[src/rtl/rgb_pkg.sv]
// Shared types and constants for the RGB hue fader.
package rgb_pkg;

    typedef enum logic [2:0] {
        SegRed     = 3'd0,
        SegYellow  = 3'd1,
        SegGreen   = 3'd2,
        SegCyan    = 3'd3,
        SegBlue    = 3'd4,
        SegMagenta = 3'd5
    } segment_t;

    localparam logic MODE_STEP = 1'b0;
    localparam logic MODE_FADE = 1'b1;

endpackage

[src/rtl/pwm_channel.sv]
// One PWM LED channel: frame-aligned duty register, compare, registered output.
module pwm_channel #(
    parameter int unsigned PWM_BITS = 8
) (
    input  logic                clk,
    input  logic                rst,
    input  logic [PWM_BITS-1:0] pwm_cnt,
    input  logic                load,
    input  logic [PWM_BITS-1:0] duty_in,
    output logic                out
);

    localparam logic [PWM_BITS-1:0] Max = '1;

    logic [PWM_BITS-1:0] duty_q, duty_d;
    logic                out_q, out_d;

    always_comb begin
        duty_d = load ? duty_in : duty_q;
        // Full-scale duty must stay high through the pwm_cnt=MAX slot too.
        if (duty_q == '0) begin
            out_d = 1'b0;
        end else if (duty_q == Max) begin
            out_d = 1'b1;
        end else begin
            out_d = (pwm_cnt < duty_q);
        end
    end

    always_ff @(posedge clk or posedge rst) begin
        if (rst) begin
            duty_q <= '0;
            out_q  <= 1'b0;
        end else begin
            duty_q <= duty_d;
            out_q  <= out_d;
        end
    end

    assign out = out_q;

endmodule

[src/rtl/rgb_hue_fader.sv]
// Colour-wheel LED driver: hue counters, per-segment duty mapping and a shared PWM counter.
module rgb_hue_fader
    import rgb_pkg::*;
#(
    parameter int unsigned PWM_BITS      = 8,
    parameter int unsigned STEP_INTERVAL = 7812
) (
    input  logic       clk,
    input  logic       rst,
    input  logic       enable,
    input  logic       mode,
    output logic       red,
    output logic       green,
    output logic       blue,
    output logic [2:0] segment
);

    localparam int unsigned TickW = (STEP_INTERVAL > 1) ? $clog2(STEP_INTERVAL) : 1;
    localparam logic [TickW-1:0]    TickLast = TickW'(STEP_INTERVAL - 1);
    localparam logic [PWM_BITS-1:0] Max      = '1;

    logic [TickW-1:0]    tick_q, tick_d;
    logic [PWM_BITS-1:0] ramp_q, ramp_d;
    segment_t            seg_q, seg_d;
    logic [PWM_BITS-1:0] pwm_cnt_q;
    logic                load;
    logic [PWM_BITS-1:0] r_val, r_inv;
    logic [PWM_BITS-1:0] duty_r, duty_g, duty_b;

    always_comb begin
        tick_d = tick_q;
        ramp_d = ramp_q;
        seg_d  = seg_q;
        if (enable) begin
            if (tick_q == TickLast) begin
                tick_d = '0;
                ramp_d = ramp_q + 1'b1;
                if (ramp_q == Max) begin
                    seg_d = (seg_q == SegMagenta) ? SegRed : segment_t'(seg_q + 3'd1);
                end
            end else begin
                tick_d = tick_q + 1'b1;
            end
        end
    end

    always_ff @(posedge clk or posedge rst) begin
        if (rst) begin
            tick_q    <= '0;
            ramp_q    <= '0;
            seg_q     <= SegRed;
            pwm_cnt_q <= '0;
        end else begin
            tick_q    <= tick_d;
            ramp_q    <= ramp_d;
            seg_q     <= seg_d;
            pwm_cnt_q <= pwm_cnt_q + 1'b1;
        end
    end

    // STEP mode pins the ramp at zero, leaving the pure wheel colours.
    always_comb begin
        r_val = (mode == MODE_FADE) ? ramp_q : '0;
        r_inv = Max - r_val;
        duty_r = '0;
        duty_g = '0;
        duty_b = '0;
        unique case (seg_q)
            SegRed:     begin duty_r = Max;   duty_g = r_val; duty_b = '0;    end
            SegYellow:  begin duty_r = r_inv; duty_g = Max;   duty_b = '0;    end
            SegGreen:   begin duty_r = '0;    duty_g = Max;   duty_b = r_val; end
            SegCyan:    begin duty_r = '0;    duty_g = r_inv; duty_b = Max;   end
            SegBlue:    begin duty_r = r_val; duty_g = '0;    duty_b = Max;   end
            SegMagenta: begin duty_r = Max;   duty_g = '0;    duty_b = r_inv; end
            default:    begin duty_r = '0;    duty_g = '0;    duty_b = '0;    end
        endcase
    end

    assign load    = (pwm_cnt_q == Max);
    assign segment = seg_q;

    pwm_channel #(.PWM_BITS(PWM_BITS)) u_red (
        .clk     (clk),
        .rst     (rst),
        .pwm_cnt (pwm_cnt_q),
        .load    (load),
        .duty_in (duty_r),
        .out     (red)
    );

    pwm_channel #(.PWM_BITS(PWM_BITS)) u_green (
        .clk     (clk),
        .rst     (rst),
        .pwm_cnt (pwm_cnt_q),
        .load    (load),
        .duty_in (duty_g),
        .out     (green)
    );

    pwm_channel #(.PWM_BITS(PWM_BITS)) u_blue (
        .clk     (clk),
        .rst     (rst),
        .pwm_cnt (pwm_cnt_q),
        .load    (load),
        .duty_in (duty_b),
        .out     (blue)
    );

endmodule

[config.mk]
export PLATFORM = sky130hd
export DESIGN_NAME = rgb_hue_fader
export DESIGN_NICKNAME = d
export VERILOG_FILES = /design/src/rtl/rgb_pkg.sv /design/src/rtl/pwm_channel.sv /design/src/rtl/rgb_hue_fader.sv
export SDC_FILE = /design/constraint.sdc
export NUM_CORES = 1
export LEC_CHECK = 0
export BUFFER_PORTS_ARGS = -buffer_cell sky130_fd_sc_hd__buf_2
export CAP_MARGIN = 10
export CORE_UTILIZATION = 45
export DETAILED_ROUTE_END_ITERATION = 8
export PLACE_DENSITY = 0.61
export SLEW_MARGIN = 10
export SYNTH_ARGS = -nofsm -noshare
export SYNTH_HDL_FRONTEND = slang
export SYNTH_HIERARCHICAL = 1
export SYNTH_SLANG_ARGS = --single-unit
[constraint.sdc]
create_clock -name clk -period 3.8 [get_ports clk]
set_input_delay 0.76 -clock clk [delete_from_list [all_inputs] [get_ports clk]]
set_output_delay 0.76 -clock clk [all_outputs]
set_load 0.01 [all_outputs]
==> results of run 1 <==
## registers in the layout, indices dropped and copies added, names as in the netlist
signal,flops
u_blue/out,1
u_red/out,1
segment,3
u_green/out,1
u_green/duty_q,8
u_blue/duty_q,8
ramp_q,8
pwm_cnt_q,8
u_red/duty_q,8
tick_q,13
## power groups by stage
| stage | sequential (mW) | clock (mW) | combinational [mW] |
|---|---|---|---|
| finish | 0.717 | 0.574 | 0.0842 |
| global route | 0.723 | 0.618 | 0.0986 |
| CTS | 0.717 | 0.591 | 0.0865 |
| detailed placement | 0.728 | 0 | 0.0862 |
| global placement | 0.729 | 0 | 0.0832 |
| floorplan | 0.717 | 0 | 0.0706 |
## through the flow
step	util (%)	total power [mW]	cells	cell area [sq um]
final	51.9	1.37	491	3850
after floorplan	-	0.788	378	3520
after CTS	51.9	1.39	491	3850
after detailed placement	49.3	0.815	475	3650
after global routing	51.9	1.44	491	3850
after global placement	49.3	0.812	475	3650
## cell usage after synthesis (6+ instances only)
cell type,n
nand4_1,12
ha_1,26
and2_1,7
a22o_1,6
o21ai_1,6
a21oi_1,18
xnor2_1,14
nor4_2,6
nand2_1,45
a211oi_1,8
nor2_1,25
o21ai_0,35
dfrtp_1,59
xor2_1,10
nand3_1,11
inv_1,30
clkbuf_1,10
## cell families (layout without fill, tap and decap cells)
| kind of cell | Yosys count | count (layout) | share of synthesized area (%) |
|---|---|---|---|
| buffers and inverters | 43 | 57 | 4.69 |
| AOI/OAI and AO/OA | 93 | 93 | 15.8 |
| DFF | 59 | 59 | 41.9 |
| muxes | 6 | 6 | 1.88 |
| adders and majority gates | 26 | 26 | 9.24 |
| and+or+nand+nor | 127 | 127 | 20.5 |
| xor gates and xnor gates | 24 | 24 | 5.97 |
## layout make-up
class	instances	area, sq um
Inverter	30	113
Timing Repair Buffer	11	60.1
Multi-Input combinational cell	276	1880
Tap cell	99	124
Clock inverter	5	52.6
Sequential cell	59	1480
Fill cell	697	3560
Clock buffer	11	141
## per-layer routing
metal | global-route usage [%] | vias up
met3 | 3.37 | 20
met4 | 10.3 | 0
met1 | 25.6 | 1279
met2 | 31.7 | 43
met5 | 0 | -
li1 | - | 1362
## worst paths after layout
path	slack, ns	cells past startpoint	end
hold reg to reg	0.49	1	tick_q[11]
setup / recovery	1.46	7	u_blue/duty_q[5]
max in group asynchronous	2.96	3	ramp_q[1]
min in group clk	0.49	1	tick_q[11]
hold / removal	0.40	2	u_red/duty_q[5]
setup reg to reg	1.46	7	u_blue/duty_q[5]
## worst register-to-register path, delay by kind of cell, from the launching register on
| family | cells | cell delay (ns) |
|---|---|---|
| adder cells (fa/ha/maj) | 1 | 0.24 |
| buffers and inverters | 1 | 0.35 |
| AO/OA/AOI/OAI | 1 | 0.08 |
| AND/OR/NAND/NOR | 4 | 1.10 |
| flip-flops | 1 | 0.50 |
==> impl_metrics.env, run 1 <==
export IMPL_status="completed"
export IMPL_die_area_sq_mm=0.00818
export IMPL_hold_viol_final=0
export IMPL_slowest_stage="and3_1"
export IMPL_vias=2704
export IMPL_core_sq_mm=0.00741
export IMPL_fmax_mhz=427
export IMPL_synthArstFlopShare_pct=100
export IMPL_cts_root_buffer="clkbuf_8"
export IMPL_p_leak_nw=1.87
export IMPL_syn_area_per_cell_sq_um=9.31
export IMPL_min_path_type="input pin to async pin"
export IMPL_routed_wl_um=7390
export IMPL_synth_area_leaders="dfrtp_1 42%, ha_1 9.2%, o21ai_0 5.0%"
export IMPL_drive_gt1_share_pct=9.69
export IMPL_critical_path_cell_chain="ha_1 -> nand3_1 -> nor2_1 -> and3_1 -> buf_4 -> nand2_1 -> o21ai_0"
export IMPL_cts_tree="done"
export IMPL_antenna_diode_count=0
export IMPL_grt_antenna_before_repair=0
export IMPL_pwr_share_clk_pct=41.8
export IMPL_slew_viol_final=0
export IMPL_die_y_um=90.5
export IMPL_start_util_pct=47.5
export IMPL_drt_initial_drc_count=108
export IMPL_synth_top_area_share_pct=41.9
export IMPL_wl_met2_um=3380
export IMPL_nNetsFinal=417
export IMPL_final_common_cell="dfrtp_1"
export IMPL_slew_headroom_pct=45.4
export IMPL_p_int_mw=1.02
export IMPL_worst_pin_slew_ns=0.819
export IMPL_htree_num_levels=3
export IMPL_setup_viol=0
export IMPL_wl_per_cell_um=15.1
export IMPL_crit_buf_inv=1
export IMPL_grt_pass1_wl_um=12600
export IMPL_critPathCaptureType="register"
export IMPL_synth_area_sq_mm=0.00352
export IMPL_wl_met1_um=3540
export IMPL_clk_path_buf_depth=2
export IMPL_viasPerCell=5.51
export IMPL_io_pins=10
export IMPL_crit_type="register to register"
export IMPL_period_minus_slack_ns=2.34
export IMPL_overflow=0
export IMPL_crit_path_max_incr_delay_ns=0.72
export IMPL_synth_edff_count=0
export IMPL_wl_met3_um=247
export IMPL_critical_path_arrival_ns=2.59
export IMPL_fin_crit_sh_pct=61.6
export IMPL_drc_errors=0
export IMPL_grt_pass1_vias=2663
export IMPL_setup_slack_ns=1.46
export IMPL_max_cap_violations=0
export IMPL_power_frac_comb_pct=6.1
export IMPL_ys_flop_type="dfrtp_1"
export IMPL_highest_layer="met4"
export IMPL_dp_hpwl_um=5480
export IMPL_numCtsBuffers=9
export IMPL_cts_resized_gates=0
export IMPL_grt_start_max_net_pins=33
export IMPL_ys_ff_latch=59
export IMPL_grt_setup_unrepaired="false"
export IMPL_seq_area_frac_synth_pct=41.9
export IMPL_path_clk_slew_ns=0.07
export IMPL_r2r_start="pwm_cnt_q[0]"
export IMPL_globalRouteTotalUtil_pct=19.8
export IMPL_path_max_fanout=26
export IMPL_switchingPower_uw=356
export IMPL_start_kind="register"
export IMPL_post_cts_buffers=0
export IMPL_power_density_mw_per_mm2=357
export IMPL_setup_tns_final_ns=0
export IMPL_gp_congestion=0.843
export IMPL_critPathTopFamily="simple AND/OR/NAND/NOR gates"
export IMPL_seqPwrFrac_pct=52.1
export IMPL_core_rowCount=31
export IMPL_yosysWarnings=6
export IMPL_chipWidth_um=90.5
export IMPL_hold_slack_ns=0.396
export IMPL_synth_nets=408
export IMPL_final_cell_mix="59 x dfrtp_1, 45 x nand2_1, 35 x o21ai_0"
export IMPL_firstDrtPassIters=4
export IMPL_ant_nets=0
export IMPL_synth_area_leader_cell="dfrtp_1"
export IMPL_area_delta_synth_final_pct=9.24
export IMPL_io_buffers=9
export IMPL_syn_instance_count=378
export IMPL_yosysUniqueCellTypes=36
export IMPL_skew_ns=0.00774
export IMPL_hold_buffers=0
export IMPL_startpoint="pwm_cnt_q[0]"
export IMPL_switching_share_pct=25.9
export IMPL_clk_latency_ns=0.34
export IMPL_required_ns=4.05
export IMPL_cts_sinks=59
export IMPL_max_vdd_ir_drop_mv=0.244
export IMPL_pre_cts_ws_ns=1.43
No activity file was read; power rests on OpenSTA's default activity.
==> run 2: changes to the inputs <==
ABC_AREA = 1   (was unset)
PLACE_DENSITY = 0.63   (was 0.61)
clock period = 2.1 ns   (was 3.8 ns; I/O delays follow)
==> run 2 against run 1 <==
Via count grew 18%. Global-route usage grew 1.5 points. Fmax grew 33%. Register-to-register slack lost 1.1 ns. Sequential power grew 83%. Synthesized area grew 10%. Non-clock buffer count is the same. Worst setup slack lost 1.1 ns. Final cell count grew 28%. Design area grew 8.8%. Critical path depth is the same. Die area grew 10%. Critical endpoint is now u_green/duty_q[2]. Largest cell class unchanged.
==> impl_metrics.env, run 2 <==
export IMPL_io_pins=10
export IMPL_post_cts_buffers=0
export IMPL_yosysWarnings=6
export IMPL_final_cell_mix="144 x nand2_1, 68 x inv_1, 59 x dfrtp_1"
export IMPL_core_sq_mm=0.00830
export IMPL_pwr_share_clk_pct=34.4
export IMPL_switchingPower_uw=790
export IMPL_largest_reg_flops=13
export IMPL_drc_errors=0
export IMPL_final_common_cell="nand2_1"
export IMPL_setup_tns_final_ns=0
export IMPL_synth_top_area_share_pct=38.0
export IMPL_clk_latency_ns=0.35
export IMPL_ys_flop_type="dfrtp_1"
export IMPL_synth_edff_count=0
export IMPL_start_kind="register"
export IMPL_gp_congestion=0.865
export IMPL_max_vdd_ir_drop_mv=0.444
export IMPL_antenna_diode_count=0
export IMPL_path_max_fanout=9
export IMPL_min_path_type="input pin to async pin"
export IMPL_slew_viol_final=0
export IMPL_setup_viol=0
export IMPL_p_leak_nw=2.20
export IMPL_yosysMostFrequentCell="nand2_1"
export IMPL_p_total_mw=2.55
export IMPL_drive_gt1_share_pct=12.0
export IMPL_nNetsFinal=548
export IMPL_path_clk_slew_ns=0.07
export IMPL_viasPerCell=5.09
export IMPL_numCtsBuffers=9
export IMPL_grt_setup_unrepaired="false"
export IMPL_regMostFlops="tick_q"
export IMPL_pre_cts_ws_ns=0.384
export IMPL_worst_pin_slew_ns=0.515
export IMPL_synth_area_leader_cell="dfrtp_1"
export IMPL_max_cap_violations=0
export IMPL_fmax_mhz=569
export IMPL_firstDrtPassIters=4
export IMPL_switching_share_pct=31.0
export IMPL_status="completed"
export IMPL_syn_instance_count=504
export IMPL_startpoint="segment[2]"
export IMPL_critical_path_arrival_ns=1.98
export IMPL_cts_tree="done"
export IMPL_hold_viol_final=0
export IMPL_htree_num_levels=3
export IMPL_drt_initial_drc_count=126
export IMPL_synthArstFlopShare_pct=100
export IMPL_io_buffers=9
export IMPL_period_minus_slack_ns=1.76
export IMPL_r2r_start="segment[2]"
export IMPL_required_ns=2.32
export IMPL_vias=3198
export IMPL_cts_resized_gates=0
export IMPL_synth_area_leaders="dfrtp_1 38%, nand2_1 14%, ha_1 8.4%"
export IMPL_critPathCaptureType="register"
export IMPL_p_int_mw=1.76
export IMPL_chipWidth_um=94.9
export IMPL_die_area_sq_mm=0.00901
export IMPL_power_frac_comb_pct=14.2
export IMPL_seqPwrFrac_pct=51.5
export IMPL_overflow=0
export IMPL_skew_ns=0.0104
export IMPL_grt_pass1_wl_um=14600
export IMPL_synth_area_sq_mm=0.00388
export IMPL_dp_hpwl_um=6220
export IMPL_clk_path_buf_depth=2
export IMPL_wl_per_cell_um=13.1
export IMPL_routed_wl_um=8200
export IMPL_grt_pass1_vias=3136
export IMPL_grt_start_max_net_pins=49
export IMPL_crit_type="register to register"
export IMPL_setup_slack_ns=0.343
export IMPL_cts_root_buffer="clkbuf_8"
export IMPL_hold_buffers=0
export IMPL_slew_headroom_pct=65.7
export IMPL_cts_sinks=59
export IMPL_yosysUniqueCellTypes=33
export IMPL_ys_ff_latch=59
export IMPL_synth_nets=534
export IMPL_seq_area_frac_synth_pct=38.0
export IMPL_globalRouteTotalUtil_pct=21.2
export IMPL_area_delta_synth_final_pct=7.73
export IMPL_syn_area_per_cell_sq_um=7.71
export IMPL_die_y_um=94.9
export IMPL_power_density_mw_per_mm2=609
export IMPL_ant_nets=0
export IMPL_grt_antenna_before_repair=0
export IMPL_core_rowCount=33
export IMPL_start_util_pct=46.8
export IMPL_fin_crit_sh_pct=83.7
export IMPL_synthTopCellsByCount="144 x nand2_1, 68 x inv_1, 59 x dfrtp_1, 37 x o21ai_0, 29 x nor2_1"
[run 2: critical path, cell delays in order, from the launching register on]
cell and delay [ns]:
dfrtp_1 0.67, inv_2 0.18, ha_1 0.32, o21bai_1 0.20, nand2_1 0.10, inv_1 0.04
nand2_1 0.05, o21ai_0 0.07
[run 2: worst paths after layout]
kind	end	slack, ns	cells after the start
worst max register to register	u_green/duty_q[2]	0.34	7
worst min-delay path	u_red/duty_q[1]	0.07	2
worst max-delay path	u_green/duty_q[2]	0.34	7
worst min register to register	tick_q[10]	0.53	2
min in group clk	tick_q[8]	0.43	2
max in group asynchronous	ramp_q[5]	1.58	3
[run 2: area by class of cell]
type                    instances  area (sq um)
fillers                       811          4110
well taps                     105           131
clock inverters                 6          32.5
clock buffers                  10           128
inverters                      77           289
multi-input cells             360          2060
repair buffers                 11          72.6
flip-flops and latches         59          1480
[run 2: kinds of logic (layout without fill, tap and decap cells)]
group	after synthesis	in the layout	synth area share, %
adders and majority gates	26	26	8.37
buffers and inverters	85	104	9.08
AOI/OAI and AO/OA	85	85	13.1
DFF	59	59	38.0
xor gates and xnor gates	15	15	3.38
and+or+nand+nor	234	234	28.1
[run 2: power by group through the flow]
stage	clock (mW)	sequential [mW]	combinational, mW
6_report	0.876	1.31	0.361
3_3_place_gp	0	1.33	0.356
2_1_floorplan	0	1.29	0.337
4_1_cts	0.911	1.31	0.368
3_5_place_dp	0	1.33	0.365
5_1_grt	0.969	1.32	0.425
[run 2: metal layers]
layer	global-route usage [%]	part of all wire, %	vias up
met5	0	0	-
li1	-	-	1655
met2	34.1	46	55
met3	3.62	2.9	14
met4	9.34	1.8	0
met1	28.1	49	1474
[run 2: per-stage QoR]
stage | cell area [sq um] | std cells | hold slack, ns | utilization (%)
finish | 4190 | 628 | 0.0662 | 50.4
detailed placement | 4030 | 612 | 0.442 | 48.5
global route | 4190 | 628 | 0.0870 | 50.4
global placement | 4030 | 612 | 0.440 | 48.5
CTS | 4190 | 628 | 0.0594 | 50.4
floorplan | 3880 | 504 | 0.248 | -
==> run 3: changes to the inputs <==
ABC_AREA = 0   (was 1)
clock period = 1.4 ns   (was 2.1 ns; I/O delays follow)
==> run 3 against run 2 <==
The flow now finishes with violations (setup timing). Sequential share of layout area shrank 6.4 points. Largest power group unchanged. First-iteration DRC count stayed put. Non-clock buffer count up 81. Global-route usage up 2.8 points.
==> impl_metrics.env, run 3 (synthesized netlist as in run 1, its figures left out) <==
export IMPL_status="finished with violations"
export IMPL_violations="setup timing"
export IMPL_clk_latency_ns=0.36
export IMPL_crit_type="register to register"
export IMPL_postLayoutCoreUtil_pct=69.6
export IMPL_clk_path_buf_depth=2
export IMPL_area_delta_synth_final_pct=46.5
export IMPL_drc_errors=0
export IMPL_p_leak_nw=2.48
export IMPL_io_pins=10
export IMPL_grt_start_max_net_pins=33
export IMPL_critPathTopFamily="simple AND/OR/NAND/NOR gates"
export IMPL_drive_gt1_share_pct=43.9
export IMPL_path_max_fanout=2
export IMPL_wl_per_cell_um=17.2
export IMPL_largest_reg_flops=13
export IMPL_pwr_share_clk_pct=43.2
export IMPL_slew_viol_final=0
export IMPL_final_common_cell="buf_4"
export IMPL_setup_slack_ns=-0.397
export IMPL_path_clk_slew_ns=0.08
export IMPL_numCtsBuffers=9
export IMPL_fmax_mhz=557
export IMPL_htree_num_levels=3
export IMPL_routed_wl_um=9870
export IMPL_setup_viol=45
export IMPL_die_area_sq_mm=0.00818
export IMPL_cts_root_buffer="clkbuf_8"
export IMPL_grt_pass1_wl_um=15200
export IMPL_p_int_mw=3.08
export IMPL_grt_setup_unrepaired="true"
export IMPL_regMostFlops="tick_q"
export IMPL_dp_hpwl_um=6340
export IMPL_viasPerCell=5.54
export IMPL_ant_nets=0
export IMPL_slowest_stage="or4_4"
export IMPL_fin_crit_sh_pct=128
export IMPL_start_util_pct=47.5
export IMPL_worst_pin_slew_ns=0.441
export IMPL_switchingPower_mw=1.04
export IMPL_hold_slack_ns=0.306
export IMPL_wl_met1_um=4110
export IMPL_antenna_diode_count=0
export IMPL_final_cell_mix="58 x buf_4, 49 x dfrtp_1, 30 x inv_1"
export IMPL_grt_antenna_before_repair=0
export IMPL_core_rowCount=31
export IMPL_period_minus_slack_ns=1.80
export IMPL_wl_met2_um=5250
export IMPL_slew_headroom_pct=70.6
export IMPL_nNetsFinal=499
export IMPL_critical_path_arrival_ns=2.04
export IMPL_min_path_type="input pin to register"
export IMPL_crit_path_max_incr_delay_ns=0.44
export IMPL_power_density_mw_per_mm2=798
export IMPL_firstDrtPassIters=7
export IMPL_vias=3173
export IMPL_highest_layer="met4"
export IMPL_grt_pass1_vias=3185
export IMPL_cts_tree="done"
export IMPL_start_kind="register"
export IMPL_switching_share_pct=25.2
export IMPL_chipWidth_um=90.5
export IMPL_core_sq_mm=0.00741
export IMPL_hold_viol_final=0
export IMPL_required_ns=1.65
export IMPL_critical_path_cell_chain="nor4b_4 -> nand4_4 -> or4_4 -> mux2_4"
export IMPL_critPathCaptureType="register"
export IMPL_gp_congestion=0.890
export IMPL_crit_buf_inv=0
export IMPL_max_cap_violations=0
export IMPL_power_frac_comb_pct=11.0
export IMPL_max_vdd_ir_drop_mv=0.867
export IMPL_skew_ns=0.0124
export IMPL_die_y_um=90.5
export IMPL_seqPwrFrac_pct=45.7
export IMPL_drt_initial_drc_count=126
export IMPL_wl_met3_um=359
export IMPL_overflow=0
export IMPL_cts_sinks=59
export IMPL_setup_tns_final_ns=-5.48
export IMPL_io_buffers=9
export IMPL_globalRouteTotalUtil_pct=24.0
==> run 3: changes by cell type in the layout (fill, tap and decap cells not counted), moves of 12 or more <==
cell      delta
inv_1       -38
o21ai_2     +14
nand2_4     +12
o21ai_1     +15
nand2_1    -121
o21ai_0     -30
buf_6       +17
buf_4       +57
o211ai_1    -12
==> run 3: area by class of cell <==
| type | count | area, sq um |
|---|---|---|
| Clock inverter | 6 | 88.8 |
| Multi-Input combinational cell | 277 | 2370 |
| Clock buffer | 10 | 138 |
| Inverter | 30 | 113 |
| Timing Repair Buffer | 92 | 832 |
| Sequential cell | 59 | 1490 |
| Fill cell | 546 | 2250 |
| Tap cell | 99 | 124 |
==> run 3: final timing paths <==
check / start / to / slack (ns) / cells after the start
max: tick_q[6] / segment[1] / -0.40 / 4
min: enable / tick_q[0] / 0.31 / 4
max reg2reg: tick_q[6] / segment[1] / -0.40 / 4
min reg2reg: ramp_q[4] / ramp_q[4] / 0.50 / 1
max in group asynchronous: rst / segment[2] / 0.44 / 4
min in group asynchronous: rst / u_red/out / 0.48 / 3
==> run 3: timing repair <==
| action | CTS | global route |
|---|---|---|
| gates cloned | 4 | 1 |
| hold buffers | 1 | 0 |
| endpoints found under the hold margin | 27 | 0 |
| pin swaps | 30 | 22 |
| setup buffers | 8 | 7 |
| gates resized for setup | 83 | 48 |
| setup endpoints to repair | 43 | 48 |
==> run 3: stage by stage <==
stage          cells  worst slack [ns]  power [mW]  area [sq um]
2_1_floorplan    378            -0.482        2.14          3620
3_3_place_gp     538            -0.416        2.34          4180
3_5_place_dp     538            -0.479        2.37          4180
4_1_cts          566            -0.388        4.14          4910
5_1_grt          573            -0.455        4.29          5160
6_report         573            -0.397        4.12          5160
==> run 3: metal layers <==
layer / vias up / GRT usage (%)
li1: 1529 / -
met4: 0 / 9.41
met3: 14 / 5.39
met2: 50 / 44.0
met5: - / 0
met1: 1580 / 27.0
==> run 3: worst register-to-register path: stages, from the launching register on <==
cell     delay [ns]
dfrtp_1        0.41
nor4b_4        0.38
nand4_4        0.15
or4_4          0.44
mux2_4         0.30
==> run 3: power groups by stage <==
stage | registers, mW | logic (mW) | clock network (mW)
after detailed placement | 1.92 | 0.451 | 0
after CTS | 1.88 | 0.458 | 1.80
after floorplan | 1.95 | 0.192 | 0
after global routing | 1.89 | 0.505 | 1.89
final | 1.88 | 0.455 | 1.78
after global placement | 1.91 | 0.435 | 0
